===== src/rtl/mem_lsu.sv =====
// mem_lsu -- memory-stage load/store unit.
//
// Turns the MEM-stage load/store request into a req/gnt/rvalid transaction on
// the data-memory port. Generates byte enables and lane-replicated store
// data, and formats returned load data (byte/halfword extraction with sign or
// zero extension) for the MEM/WB register. Holds the pipeline with stall_m
// while an access is outstanding, and aborts an access that is neither granted
// nor answered within TIMEOUT_CYCLES cycles of REQ/WAIT.
//
// Optional feature macro: LSU_MISALIGN_TRAP_EN
//   defined   : misaligned H/HU/W accesses issue no request and pulse misalign.
//   undefined : misalign is tied to 0; the low address bits are cleared and
//               the access proceeds.
//
// Ports:
//   clk, rst              clock, asynchronous active-low reset
//   mem_valid/rem/wem     MEM-stage valid, load, store
//   mem_ctrm[2:0]         funct3 (B, H, W, BU, HU)
//   alu_resultm           effective byte address
//   rs2_datam             store data
//   data_out              formatted load result (valid in load-complete cycle)
//   stall_m               freeze IF..MEM
//   misalign, bus_err     one-cycle misaligned / timeout flags
//   dmem_req/we/addr/be/wdata   request side of the data-memory port
//   dmem_gnt/rvalid/rdata       response side of the data-memory port

module mem_lsu #(
  parameter int DATA_WIDTH     = 32,
  parameter int ADDR_WIDTH     = 32,
  parameter int TIMEOUT_CYCLES = 255
) (
  input  logic                  clk,
  input  logic                  rst,
  input  logic                  mem_valid,
  input  logic                  mem_rem,
  input  logic                  mem_wem,
  input  logic [2:0]            mem_ctrm,
  input  logic [ADDR_WIDTH-1:0] alu_resultm,
  input  logic [DATA_WIDTH-1:0] rs2_datam,
  output logic [DATA_WIDTH-1:0] data_out,
  output logic                  stall_m,
  output logic                  misalign,
  output logic                  bus_err,
  output logic                  dmem_req,
  output logic                  dmem_we,
  output logic [ADDR_WIDTH-1:0] dmem_addr,
  output logic [3:0]            dmem_be,
  output logic [DATA_WIDTH-1:0] dmem_wdata,
  input  logic                  dmem_gnt,
  input  logic                  dmem_rvalid,
  input  logic [DATA_WIDTH-1:0] dmem_rdata
);

  localparam int CNT_W = $clog2(TIMEOUT_CYCLES + 1);
  // Abort fires in the cycle the counter would reach TIMEOUT_CYCLES, i.e. the
  // TIMEOUT_CYCLES-th cycle spent in REQ/WAIT (counter starts at 0 on entry).
  localparam logic [CNT_W-1:0] CNT_LIMIT = CNT_W'(TIMEOUT_CYCLES - 1);

  typedef enum logic [1:0] {
    S_IDLE,
    S_REQ,
    S_WAIT
  } state_t;

  state_t            state;
  logic [CNT_W-1:0]  cnt;
  logic [1:0]        a;
  logic [1:0]        eff_a;
  logic              acc;
  logic              trap;
  logic              limit;
  logic              req_int;
  logic              gnt_ok;
  logic              store_done;
  logic              load_done;
  logic              complete;
  logic              abort;
  logic [3:0]        be_int;
  logic [DATA_WIDTH-1:0] wdata_int;
  logic [DATA_WIDTH-1:0] load_val;
  logic [7:0]        byte_sel;
  logic [15:0]       half_sel;
  logic              sext;

  assign acc = mem_valid & (mem_rem | mem_wem);
  assign a   = alu_resultm[1:0];

`ifdef LSU_MISALIGN_TRAP_EN
  // A misaligned access is refused outright from IDLE; it never reaches REQ.
  assign eff_a = a;
  assign trap  = acc & (state == S_IDLE) &
                 (((mem_ctrm[1:0] == 2'b01) & a[0]) |
                  ((mem_ctrm[1:0] == 2'b10) & (a != 2'b00)));
`else
  // Without the trap, the offending low address bits are simply dropped.
  always_comb begin
    eff_a = a;
    if (mem_ctrm[1:0] == 2'b01)
      eff_a = {a[1], 1'b0};
    else if (mem_ctrm[1:0] == 2'b10)
      eff_a = 2'b00;
  end
  assign trap = 1'b0;
`endif

  assign limit = (state != S_IDLE) && (cnt == CNT_LIMIT);

  // Request is combinational from IDLE so a same-cycle grant costs no stall.
  // In the final REQ cycle the request is withdrawn, so a timeout there can
  // never race a grant.
  always_comb begin
    req_int = 1'b0;
    case (state)
      S_IDLE:  req_int = acc & ~trap;
      S_REQ:   req_int = ~limit;
      default: req_int = 1'b0;
    endcase
  end

  assign gnt_ok     = req_int & dmem_gnt;
  assign store_done = gnt_ok & mem_wem;
  assign load_done  = (state == S_WAIT) & dmem_rvalid;
  assign complete   = store_done | load_done;
  assign abort      = limit & ~complete;

  always_comb begin
    be_int    = 4'b1111;
    wdata_int = rs2_datam;
    case (mem_ctrm[1:0])
      2'b00: begin
        be_int    = 4'b0001 << eff_a;
        wdata_int = {4{rs2_datam[7:0]}};
      end
      2'b01: begin
        be_int    = eff_a[1] ? 4'b1100 : 4'b0011;
        wdata_int = {2{rs2_datam[15:0]}};
      end
      default: ;
    endcase
  end

  // funct3 bit 2 distinguishes the unsigned load variants.
  always_comb begin
    case (eff_a)
      2'd0:    byte_sel = dmem_rdata[7:0];
      2'd1:    byte_sel = dmem_rdata[15:8];
      2'd2:    byte_sel = dmem_rdata[23:16];
      default: byte_sel = dmem_rdata[31:24];
    endcase
    half_sel = eff_a[1] ? dmem_rdata[31:16] : dmem_rdata[15:0];
    sext     = ~mem_ctrm[2];
    case (mem_ctrm[1:0])
      2'b00:   load_val = {{24{sext & byte_sel[7]}}, byte_sel};
      2'b01:   load_val = {{16{sext & half_sel[15]}}, half_sel};
      default: load_val = dmem_rdata;
    endcase
  end

  // Every output is forced low while reset is asserted, independent of the
  // (combinational) inputs feeding it.
  assign dmem_req   = rst & req_int;
  assign dmem_we    = rst & req_int & mem_wem;
  assign dmem_addr  = (rst && req_int) ? {alu_resultm[ADDR_WIDTH-1:2], 2'b00} : '0;
  assign dmem_be    = (rst && req_int) ? be_int : 4'b0000;
  assign dmem_wdata = (rst && req_int) ? wdata_int : '0;
  assign data_out   = (rst && load_done) ? load_val : '0;
  assign stall_m    = rst & acc & ~complete & ~abort & ~trap;
  assign misalign   = rst & trap;
  assign bus_err    = rst & abort;

  // Transaction sequencer and timeout counter; the counter restarts on every
  // entry to REQ or WAIT.
  always_ff @(posedge clk or negedge rst) begin
    if (!rst) begin
      state <= S_IDLE;
      cnt   <= '0;
    end else begin
      case (state)
        S_IDLE: begin
          if (req_int && !store_done) begin
            state <= dmem_gnt ? S_WAIT : S_REQ;
            cnt   <= '0;
          end
        end
        S_REQ: begin
          if (abort) begin
            state <= S_IDLE;
            cnt   <= '0;
          end else if (gnt_ok) begin
            state <= mem_wem ? S_IDLE : S_WAIT;
            cnt   <= '0;
          end else begin
            cnt <= cnt + CNT_W'(1);
          end
        end
        S_WAIT: begin
          if (load_done || abort) begin
            state <= S_IDLE;
            cnt   <= '0;
          end else begin
            cnt <= cnt + CNT_W'(1);
          end
        end
        default: begin
          state <= S_IDLE;
          cnt   <= '0;
        end
      endcase
    end
  end

endmodule


===== config.mk =====
export PLATFORM = sky130hd
export DESIGN_NAME = mem_lsu
export DESIGN_NICKNAME = d
export VERILOG_FILES = /design/src/rtl/mem_lsu.sv
export SDC_FILE = /design/constraint.sdc
export NUM_CORES = 1
export LEC_CHECK = 0
export CORE_ASPECT_RATIO = 1.5
export CORE_MARGIN = 2
export CORE_UTILIZATION = 35
export CTS_BUF_LIST = sky130_fd_sc_hd__clkbuf_2 sky130_fd_sc_hd__clkbuf_4 sky130_fd_sc_hd__clkbuf_8
export CTS_CLUSTER_DIAMETER = 200
export CTS_CLUSTER_SIZE = 16
export DETAILED_ROUTE_END_ITERATION = 16
export GPL_TIMING_DRIVEN = 1
export HOLD_SLACK_MARGIN = 0.15
export PLACE_DENSITY = 0.86
export SLEW_MARGIN = 30
export SYNTH_ARGS = -nofsm -noshare
export SYNTH_HDL_FRONTEND = slang
export SYNTH_SLANG_ARGS = --single-unit

===== constraint.sdc =====
create_clock -name clk -period 4.04 [get_ports clk]
set_clock_uncertainty 0.1 [all_clocks]
set_input_delay 0.808 -clock clk [delete_from_list [all_inputs] [get_ports clk]]
set_output_delay 0.808 -clock clk [all_outputs]
set_load 0.05 [all_outputs]

After elaboration in Yosys (flattened, before gate mapping) --
Index checks and enable logic that the tools add are counted.
Word-level totals: output and inout bits 105, input bits 106, bits in registers 10, logic and storage cells 69
Operators by class: reductions and logical operators 11, bitwise logic cells 19, equality and inequality tests 10, multiplexer cells 25, add/sub/neg operators 1, shift-type cells 1
Operators with widths (count):
- case mux 32 bit (2 select lines) | 2
- 2-to-1 mux 32 bit | 3
- case mux 8 bit (3 select lines) | 2
- 2-to-1 mux 8 bit | 4
- 2-to-1 mux 16 bit | 1
- 2-to-1 mux 2 bit | 8
- bitwise AND 1 bit | 13
- adder 8 x 1 -> 8 bit (second input constant) | 1
- equality test 8 bit (second input constant) | 1
- 2-to-1 mux 4 bit | 2
- case mux 4 bit (2 select lines) | 1
- equality test 2 x 1 -> 1 bit (second input constant) | 3
- equality test 2 bit (second input constant) | 3
- zero test 2 bit | 3
- case mux 2 bit (3 select lines) | 1
- logical AND 1 bit | 4
- NOT 1 bit | 4
- << shifter 1 x 2 -> 4 bit (first input constant) | 1
- != test 3 bit (second input constant) | 1
- AND reduction 3 bit | 1
- != test 2 x 1 -> 1 bit (second input constant) | 1
- != test 2 bit (second input constant) | 1
- bitwise OR 1 bit | 2
- case mux 1 bit (2 select lines) | 1
- other kinds (3) | 3

Logic depth before layout (Yosys ltp) --
Gate-level depths: netlist (run 1).
depth in word-level cells 12, depth in mapped cells 9, mapped depth without buffers 7

Least setup slack after synthesis (run 1) --
OpenSTA, ideal clock, no wires.
path kind input-to-output, start in alu_resultm[1], end out data_out[1], stages on the path 4, data arrival time 3830 ps, path slack -698 ps, path buffers 2, required time 3132 ps, cells stage by stage buf_2 -> clkbuf_1 -> o22ai_1 -> a2111oi_0
Between the ends: word-level cells in the longest chain between the ends 6, elaborated cells on any way between the ends 9, classes of those cells eq/ne (2); mux (6); reduce/logical (1)
Ends and longest elaborated chain:
- start, declared | RTL line 38 | input logic [ADDR_WIDTH-1:0] alu_resultm,
- 2-to-1 mux 2 bit | RTL line 100 | else if (mem_ctrm[1:0] == 2'b10)
- 2-to-1 mux 2 bit * | RTL line 98 | if (mem_ctrm[1:0] == 2'b01)
- equality test 2 bit (tied with other cells) | RTL line 144 | case (eff_a)
- case mux 8 bit (3 select lines) | RTL line 144
- case mux 32 bit (2 select lines) * | RTL line 152 | case (mem_ctrm[1:0])
- 2-to-1 mux 32 bit * | RTL line 166 | assign data_out = (rst && load_done) ? load_val : '0;
- end, declared | RTL line 40 | output logic [DATA_WIDTH-1:0] data_out,
Mark *: on every way between the ends. The rest lies on a longest branch, timed or not.

Worst setup path after layout (run 1) --
start in mem_ctrm[0], end out data_out[23]
Between the ends: word-level cells in the longest chain between the ends 8, elaborated cells on any way between the ends 14, classes of those cells eq/ne (4); mux (6); bitwise (2); reduce/logical (2)
Ends and longest elaborated chain:
- start, declared | RTL line 37 | input logic [2:0] mem_ctrm,
- equality test 2 bit | RTL line 100
- 2-to-1 mux 2 bit | RTL line 100
- 2-to-1 mux 2 bit | RTL line 98
- equality test 2 bit (tied with other cells) | RTL line 144
- case mux 8 bit (3 select lines) | RTL line 144
- bitwise AND 1 bit | RTL line 153 | 2'b00: load_val = {{24{sext & byte_sel[7]}}, byte_sel};
- case mux 32 bit (2 select lines) * | RTL line 152
- 2-to-1 mux 32 bit * | RTL line 166
Marked as above.

==> metrics.cfg, run 1 <==
[synthesis]
synthFlopType = dfrtp_1
synthCells = 372
ys_ff_latch = 10
synthArstFlopShare_pct = 100.0
synth_area_mm2 = 0.002285
synthDistinctLibCells = 47
yosys.area.top_type = and2_1
synth_top_area_share_pct = 11.50
ys_top_cells_by_area = and2_1 (12%), dfrtp_1 (11%), a21oi_1 (9.9%)
synth-edff-count = 0
ys_seq_area_share_pct = 10.95
syn_area_per_cell_um2 = 6.142
ys_warn_count = 0

[grt]
antenna_found_initial = 0
grt.total_usage_pct = 31.02
grt_pass1_wl_um = 18060
grt_pass1_vias = 3777
grt_overflow = 0
grt_max_degree = 41

[clock_network]
cts_hold_buf = 0
h-tree-depth = 1
clock_latency_ns = 0.24
clockBufferDepth = 2
cts_tree = built
cts_inserted_buffers = 3
cts_resized = 0
cts.sinks = 10
clk_pin_slew_ns = 0.05
cts_setup_buffers = 0
root_buffer = clkbuf_8

[floorplanning]
core-area_mm2 = 0.006396
start_util_pct = 35.72
rows = 36
die_x_um = 69.97
io_pins = 211
dieHeight_um = 103.0
dieArea_mm2 = 0.007203

[timing]
period_needed_ns = 3.748
drv_slew = 0
worstMarginPinSlew_ns = 0.6040
hold_viol = 0
finalSetupViolCount = 0
max_slew_margin_pct = 59.49
fmax_mhz = 266.8
fin_ws_ns = 0.2919
period_share_pct = 92.77
rsz0062_at_grt = no
setup_tns_ns = 0

[place]
dp_hpwl_um = 9625
finalWeightedCongestion = 0.9843
place_ws_ns = 0.3319
io_buffers = 207

[cells_and_area]
drive_above_1_share_pct = 22.79
diodes = 0
nets = 678
syn_to_final_growth_pct = 128.1

[min_path]
min_path_type = reg -> reg

[setup_path]
required_ns = 3.13
worstPathArrival_ns = 2.84
cp_max_fo = 13
path_class = in -> out
endpoint_kind = output port
startpoint_type = input port

[power]
p_per_area_mw_per_mm2 = 336.1
p_leak_nw = 2.188
p_clk_share_pct = 7.3
power.share.switching_pct = 51.70
pwr-share-comb_pct = 85.2
p_total_mw = 1.752
p_switching_uw = 905.6
internal_power_uw = 846.0
seqPwrFrac_pct = 7.5
vdd_drop_max_mv = 0.2215

[detailed_routing]
drtIter0Drc = 250
ant_nets = 0
vias_per_cell = 5.653
drc = 0
drt_first_pass_iters = 6
wire_per_inst_um = 18.09
wl_um = 11620
vias = 3629

[job]
cap_violations = 0

[run_status]
status = finished clean

==> final timing paths <==
path                       depth (start not counted)        start           end  slack [ns]
max                                                7  mem_ctrm[0]  data_out[23]        0.29
min                                                1       cnt[7]        cnt[7]        0.46
max reg2reg                                        7     state[0]        cnt[4]        1.80
min reg2reg                                        1       cnt[7]        cnt[7]        0.46
max in group asynchronous                          2          rst        cnt[5]        2.75
min in group asynchronous                          1          rst      state[1]        0.68
==> synth_stat cells, drive strengths merged (4+ instances only) <==
library cell / number
clkbuf: 18
nor2: 41
o22ai: 8
mux2i: 21
a22oi: 7
buf: 14
nand3: 10
dfrtp: 10
and2: 42
o21ai: 24
a31oi: 4
nor3: 18
nand2: 45
inv: 20
a21oi: 45
ha: 5
==> cell type report <==
| type | instances | area [µm²] |
|---|---|---|
| timing repair buffer | 220 | 2913 |
| tap | 76 | 95.09 |
| sequential | 10 | 250.2 |
| clock buffer | 4 | 55.05 |
| inverter | 20 | 75.07 |
| multi-input combinational | 312 | 1823 |
| fill | 388 | 1185 |
==> placed cells by master (no fill, tap or decap), types with 3 or more instances in the layout <==
cell             count
clkdlybuf4s50_1    105
buf_12              80
a21oi_1             45
nand2_1             43
and2_1              42
nor2_1              41
buf_4               34
o21ai_0             22
mux2i_1             21
inv_1               18
nor3_1              18
nand3_1             10
dfrtp_1             10
o22ai_1              8
a22oi_1              7
ha_1                 5
clkbuf_8             4
nor2b_1              3
o2111ai_1            3
o221ai_1             3
a31oi_1              3
o31ai_1              3
conb_1               3
==> cells by family (layout without fill, tap and decap cells) <==
logic type	count (synthesis)	in the layout	synth area share [%]
compound gates	112	112	30.50
fa+ha+maj	5	5	2.738
buf+inv	52	244	9.857
flops	10	10	10.95
mux	21	21	9.200
other cells	1	3	0.1641
simple gates	171	171	36.58
==> power by group through the flow <==
stage / Clock [mW] / Sequential, mW / Combinational [mW]
after floorplan: 0 / 0.128 / 0.783
final: 0.128 / 0.131 / 1.49
after detailed placement: 0 / 0.133 / 1.49
after global routing: 0.135 / 0.134 / 1.56
after global placement: 0 / 0.131 / 1.46
after CTS: 0.129 / 0.131 / 1.49
==> layer usage <==
layer  GRT usage, %  up-vias  part of all wire [%]
met5              0        -                     0
met4          13.91        0                   3.8
met3          8.602       41                    10
met2          58.83      239                    53
met1          31.62     1652                    33
li1               -     1697                     -
==> critical path, cell delays in order <==
cell and delay, ns:
clkdlybuf4s50_1 0.63, o21ai_0 0.14, a221o_1 0.36, a31oi_2 0.35, buf_4 0.27, nor3_1 0.08
buf_4 0.20
==> stage by stage <==
step / area [µm²] / instances / hold WS, ns / util [%]
5_1_grt: 5211 / 642 / 0.4628 / 81.48
6_report: 5211 / 642 / 0.4597 / 81.48
3_5_place_dp: 5156 / 638 / 0.4376 / 80.61
2_1_floorplan: 2298 / 374 / 0.4003 / -
3_3_place_gp: 5156 / 638 / 0.4332 / 80.61
4_1_cts: 5211 / 642 / 0.4515 / 81.48
==> registers in the layout, indices dropped and copies added, names as in the netlist <==
register / flops
cnt: 8
state: 2
No activity file was read; power rests on OpenSTA's default activity.
==> run 2, diff against run 1 <==
Settings changed: CTS_CLUSTER_SIZE 16 to 14.
==> results of run 2 <==
No change in the layout: final DEF, timing and power equal those of run 1.
